`src/rtl/alu_seq_pkg.sv`:
```
// rtl/alu_seq_pkg.sv - shared types and defaults for the ALU sequencing controller
package alu_seq_pkg;

    localparam int DATA_W_DEF = 8;
    localparam int SEL_W_DEF  = 3;

    // Opcode byte bit that requests chaining the result into the next operand A
    localparam int CHAIN_BIT = 7;

    typedef enum logic [2:0] {
        IDLE   = 3'd0,
        GET_B  = 3'd1,
        GET_OP = 3'd2,
        EXEC   = 3'd3,
        DONE   = 3'd4
    } state_t;

endpackage

```
`src/rtl/alu_seq_ctrl.sv`:
```
// rtl/alu_seq_ctrl.sv - collects A, B, opcode bytes, drives external ALU, holds result (optional ALU_SEQ_CHAIN_EN)
module alu_seq_ctrl
    import alu_seq_pkg::*;
#(
    parameter int DATA_W = DATA_W_DEF,
    parameter int SEL_W  = SEL_W_DEF
) (
    input  logic              clk,
    input  logic              rst_n,
    input  logic              ena,
    input  logic              in_valid,
    input  logic [DATA_W-1:0] in_data,
    output logic              in_ready,
    output logic [DATA_W-1:0] alu_a,
    output logic [DATA_W-1:0] alu_b,
    output logic [SEL_W-1:0]  alu_sel,
    input  logic [DATA_W-1:0] alu_result,
    output logic [DATA_W-1:0] out_data,
    output logic              out_valid,
    input  logic              out_ready,
    output logic [7:0]        op_count
);

    state_t state;

    // Registered "collecting bytes" flag; gated by ena so a frozen block never accepts
    logic ready_q;

`ifdef ALU_SEQ_CHAIN_EN
    // Chain request latched from the opcode byte, consumed when the result is accepted
    logic chain_q;
`else
    // Upper opcode bits carry no meaning in this build
    logic unused_opcode_bits;
    assign unused_opcode_bits = ^in_data[DATA_W-1:SEL_W];
`endif

    assign in_ready = ready_q & ena;

    // Sequencer: gathers operands, captures the ALU result, waits for the consumer
    always_ff @(posedge clk or negedge rst_n) begin
        if (!rst_n) begin
            state     <= IDLE;
            ready_q   <= 1'b1;
            alu_a     <= '0;
            alu_b     <= '0;
            alu_sel   <= '0;
            out_data  <= '0;
            out_valid <= 1'b0;
            op_count  <= 8'd0;
`ifdef ALU_SEQ_CHAIN_EN
            chain_q   <= 1'b0;
`endif
        end else if (ena) begin
            case (state)
                IDLE: begin
                    if (in_valid) begin
                        alu_a <= in_data;
                        state <= GET_B;
                    end
                end
                GET_B: begin
                    if (in_valid) begin
                        alu_b <= in_data;
                        state <= GET_OP;
                    end
                end
                GET_OP: begin
                    if (in_valid) begin
                        alu_sel <= in_data[SEL_W-1:0];
`ifdef ALU_SEQ_CHAIN_EN
                        chain_q <= in_data[CHAIN_BIT];
`endif
                        ready_q <= 1'b0;
                        state   <= EXEC;
                    end
                end
                EXEC: begin
                    // Operands have been stable for a full cycle; ALU output is settled
                    out_data  <= alu_result;
                    out_valid <= 1'b1;
                    state     <= DONE;
                end
                DONE: begin
                    if (out_ready) begin
                        out_valid <= 1'b0;
                        op_count  <= op_count + 8'd1;
                        ready_q   <= 1'b1;
`ifdef ALU_SEQ_CHAIN_EN
                        if (chain_q) begin
                            alu_a <= out_data;
                            state <= GET_B;
                        end else begin
                            state <= IDLE;
                        end
`else
                        state <= IDLE;
`endif
                    end
                end
                default: begin
                    state   <= IDLE;
                    ready_q <= 1'b1;
                end
            endcase
        end
    end

endmodule

```
`config.mk`:
```
export PLATFORM = sky130hd
export DESIGN_NAME = alu_seq_ctrl
export DESIGN_NICKNAME = d
export VERILOG_FILES = /design/src/rtl/alu_seq_pkg.sv /design/src/rtl/alu_seq_ctrl.sv
export SDC_FILE = /design/constraint.sdc
export NUM_CORES = 1
export LEC_CHECK = 0
export ABC_CLOCK_PERIOD_IN_PS = 4400
export CAP_MARGIN = 15
export CORE_MARGIN = 4
export CORE_UTILIZATION = 45
export CTS_CLUSTER_DIAMETER = 120
export CTS_CLUSTER_SIZE = 12
export DETAILED_ROUTE_END_ITERATION = 6
export GPL_TIMING_DRIVEN = 0
export MAX_ROUTING_LAYER = met4
export PLACE_DENSITY = 0.88
export SYNTH_ARGS = -nofsm -noshare
export SYNTH_HDL_FRONTEND = slang
export SYNTH_SLANG_ARGS = --single-unit
export TNS_END_PERCENT = 1
```
`constraint.sdc`:
```
create_clock -name clk -period 4.4 [get_ports clk]
set_input_delay 0.66 -clock clk [delete_from_list [all_inputs] [get_ports clk]]
set_output_delay 0.66 -clock clk [all_outputs]
set_load 0.05 [all_outputs]
```
### Yosys cells after proc, flatten, opt, wreduce, memory -nomap -nowiden

Cells that the tools add are included.

* bits in registers: 40
* input port bits: 21
* output and inout port bits: 37

* add/subtract/negate cells: 1
* equal/unequal tests: 8
* muxes and demuxes: 10
* bitwise operators: 2
* reduce and logical (&&, ||, !) cells: 11

Operator list (count)
* 3-bit one-hot mux with 5 select lines: 1
* 3-bit AND reduction: 5
* 3-bit 2-to-1 mux: 4
* 8-bit by 1-bit adder with 8-bit output (second input constant): 1
* 2-bit inequality test (second input constant): 4
* 3-bit by 2-bit == test with 1-bit output (second input constant): 2
* 5-bit AND reduction: 1
* 4-bit AND reduction: 1
* 3-bit by 1-bit == test with 1-bit output (second input constant): 1
* 3-bit == test (second input constant): 1
* 3-bit zero test: 1
* 1-bit 2-to-1 mux: 3
* 1-bit one-hot mux with 3 select lines: 1
* 3-bit OR reduction: 1
* 1-bit one-hot mux with 2 select lines: 1
* 2-bit AND reduction: 1
* 2-bit nonzero test: 1
* 1-bit bitwise AND: 1
* 1-bit NOT: 1

### Longest topological paths before layout

* depth after elaboration: 4
* depth in mapped cells: 4

### Worst setup path before layout

Ideal clock, no wire load.

* path kind: in2out
* start point: in ena
* end point: out in_ready
* data arrival time: 1.067 ns
* required time: 3.740 ns
* slack: 2.673 ns
* stages: 1
* cells stage by stage: and2_1

* cells in the longest elaborated chain, start to end: 1

Ends and longest elaborated chain
* from (decl): RTL line alu_seq_ctrl.sv:10 `input logic ena,`
* 1-bit bitwise AND: RTL line alu_seq_ctrl.sv:38 `assign in_ready = ready_q & ena;`
* to (decl): RTL line alu_seq_ctrl.sv:13 `output logic in_ready,`

Every way passes these cells.

### Worst setup path after layout

Ends and elaborated chain as after synthesis.

==> metrics <==
max-slew violation count 0; clock buffer depth 2; Max Freq 0.340 GHz; syn avg cell area 14.3 um^2; footprint of the multi-input gates 639 um^2; Post-Synth Adder-Cell Area 0.746%; max_cap viols 0; post-synthesis simple-gate area fraction 10.3%; largest family of logic cells by synthesized area multiplexers; Top Ports 58; CTS tree done; Worst-Margin Slew 0.859 ns; worst min-delay path class input pin to async pin; RePlAce Congestion 0.782; worst skew pair latency 0.29 ns; Post-Route Skew 0.00217 ns; first-pass GRT wire length 6300 um; Final HPWL DP 2630 um; worst r2r src state[0]; CTS Buf Count 5; vias in the first global route 1294; Critical Path Sink in_ready; Clock Sinks 40; htree depth 2; R2R Path End alu_b[1]; CP Class input pin to output pin; DRC viols 0; post-synthesis compound-gate area fraction 2.84%; Tot GR Track Use 16.9%; cts hold-fix bufs 0; Post-Synth XOR/XNOR Area 3.66%; reg-to-reg setup timing slack 2.57 ns; drt wl/cell 16.1 um; initial DRC count 50; remaining antenna violation count after routing 0; CP max FO 8; Worst Setup SP ena; Die Footprint 4770 um^2; #FFs+latches synth 40; commonest non-fill, non-tap cell in the layout clkdlybuf4s50_1; number of buffers added on ports 57; Post-synth ARST share 100%; post-synthesis mux area share 20.6%; Core ar. 3470 um^2; Routed Wire Length 3680 um; Synth Flop Type dfrtp_1; Chip Height 69.0 um; worst-path cell chain clkdlybuf4s50_1 > and2_1 > clkdlybuf4s50_1; warning count from the yosys run 0; Syn Nets 139; Clock Pin Slew Worst Setup and Hold Paths 0.07 ns; Via Count 1178; Peak VDD IR 0.000455 V; total power 2.06 mW; Worst path max stage delay 0.80 ns; filler instances 273; crit share post-route 66.9%; die width 69.0 um; grt ovf 0; Synth Instances 117; initial antenna violation count 0; setup bufs post-CTS 0; sequential fraction of the synthesis area 59.8%; R2R depth 3; RSZ-0062 raised after global routing no; commonest non-fill, non-tap cells in the layout clkdlybuf4s50_1, dfrtp_1, mux2_2, mux2_4, clkbuf_8; setup TNS 0 ns; DR vias/cell 5.17; post-synthesis cell type count 30; Final nets 203; Tmin final 2.94 ns; status finished, final reports clean; Power Density 850 nW/um^2; first-pass iteration count of the detailed router 4; register area 1000 um^2; largest net degree at the start of global routing 41; CTS root buf clkbuf_8; Worst slew margin 42.8%; crit path max-delay cell type clkdlybuf4s50_1; Synth Cell Area 1680 um^2; CP Launch Type input pin; Starting Density 48.3%; Layout area overhead 44.7%; num rows 21; Worst path most repeated cell clkdlybuf4s50_1; Worst Setup End Kind output pin; Worst EP arrival 2.28 ns; Worst EP required 3.74 ns; endpoints failing setup 0; post-CTS sizing 0; Hold Violations, Final 0; Antenna Cells 0; layout cell share with drive strength beyond 1 23.1%; number of synthesized flops with an enable pin 0; Pleak 1.08 nW
-- worst max-delay path: cells and delay by family --
family | cells | cell delay [ns]
and+or+nand+nor | 1 | 0.17
buffers and inverters | 2 | 1.44
-- sequential cells by signal, indices dropped and copies added (netlist names) --
register	flops
alu_a	8
alu_b	8
op_count	8
out_data	8
alu_sel	3
state	3
out_valid	1
ready_q	1
-- area by class of cell --
| type | count | area share (%) |
|---|---|---|
| clock buffers | 7 | 3.97 |
| multi-input cells | 70 | 26.4 |
| well taps | 46 | 2.37 |
| plain buffers | 5 | 1.13 |
| inverters | 2 | 0.309 |
| clock inverters | 1 | 1.24 |
| flip-flops and latches | 40 | 41.3 |
| repair buffers | 57 | 23.3 |
-- synth_stat cells (2+ instances only) --
library cell,n,area [um^2]
clkbuf_1,3,11.3
dfrtp_1,39,976
xnor2_1,4,35.0
nor3_1,4,20.0
xor2_1,3,26.3
o21ai_0,5,25.0
mux2_2,20,225
nand2_1,5,18.8
and4_1,2,17.5
and3_1,2,12.5
inv_1,2,7.51
nand3_1,2,10.0
nor2_1,2,7.51
mux2_4,8,120
-- worst min path at each step --
stage / start / to / slack (ns) / depth (start not counted)
2_1_floorplan: rst_n / alu_a[0] / 0.36 / 0
3_3_place_gp: op_count[7] / op_count[7] / 0.46 / 1
3_5_place_dp: op_count[5] / op_count[5] / 0.48 / 1
4_1_cts: op_count[5] / op_count[5] / 0.49 / 1
5_1_grt: op_count[5] / op_count[5] / 0.52 / 1
6_report: rst_n / alu_a[3] / 0.47 / 1
-- routing by layer --
metal  up-vias  share of wire, %  track usage (%)
met5         -                 0                -
met4         0               1.6             5.86
met3         5               9.5             8.14
met2        47                49             27.4
met1       582                40             18.1
li1        544                 -                -
-- stage by stage --
stage,utilization (%),instances,setup slack [ns],cell area [um^2],hold WS [ns]
2_1_floorplan,-,117,2.67,1680,0.364
3_3_place_gp,66.5,220,1.50,2300,0.461
3_5_place_dp,66.3,220,1.48,2300,0.481
4_1_cts,69.9,228,1.47,2430,0.495
5_1_grt,69.9,228,1.42,2430,0.524
6_report,69.9,228,1.46,2430,0.474
-- kinds of logic after synthesis --
group,after synthesis
AOI/OAI and AO/OA,8
xor gates and xnor gates,7
adders and majority gates,1
buffers and inverters,7
DFF,40
muxes,28
and+or+nand+nor,26
-- where the power goes --
group,switching [mW],leakage [nW],internal [mW]
Sequential,0.0846,0.494,0.526
Clock,0.125,0.0645,0.200
Combinational,0.696,0.521,0.430
Total,0.905,1.08,1.16
(Power assumes the default switching activity.)
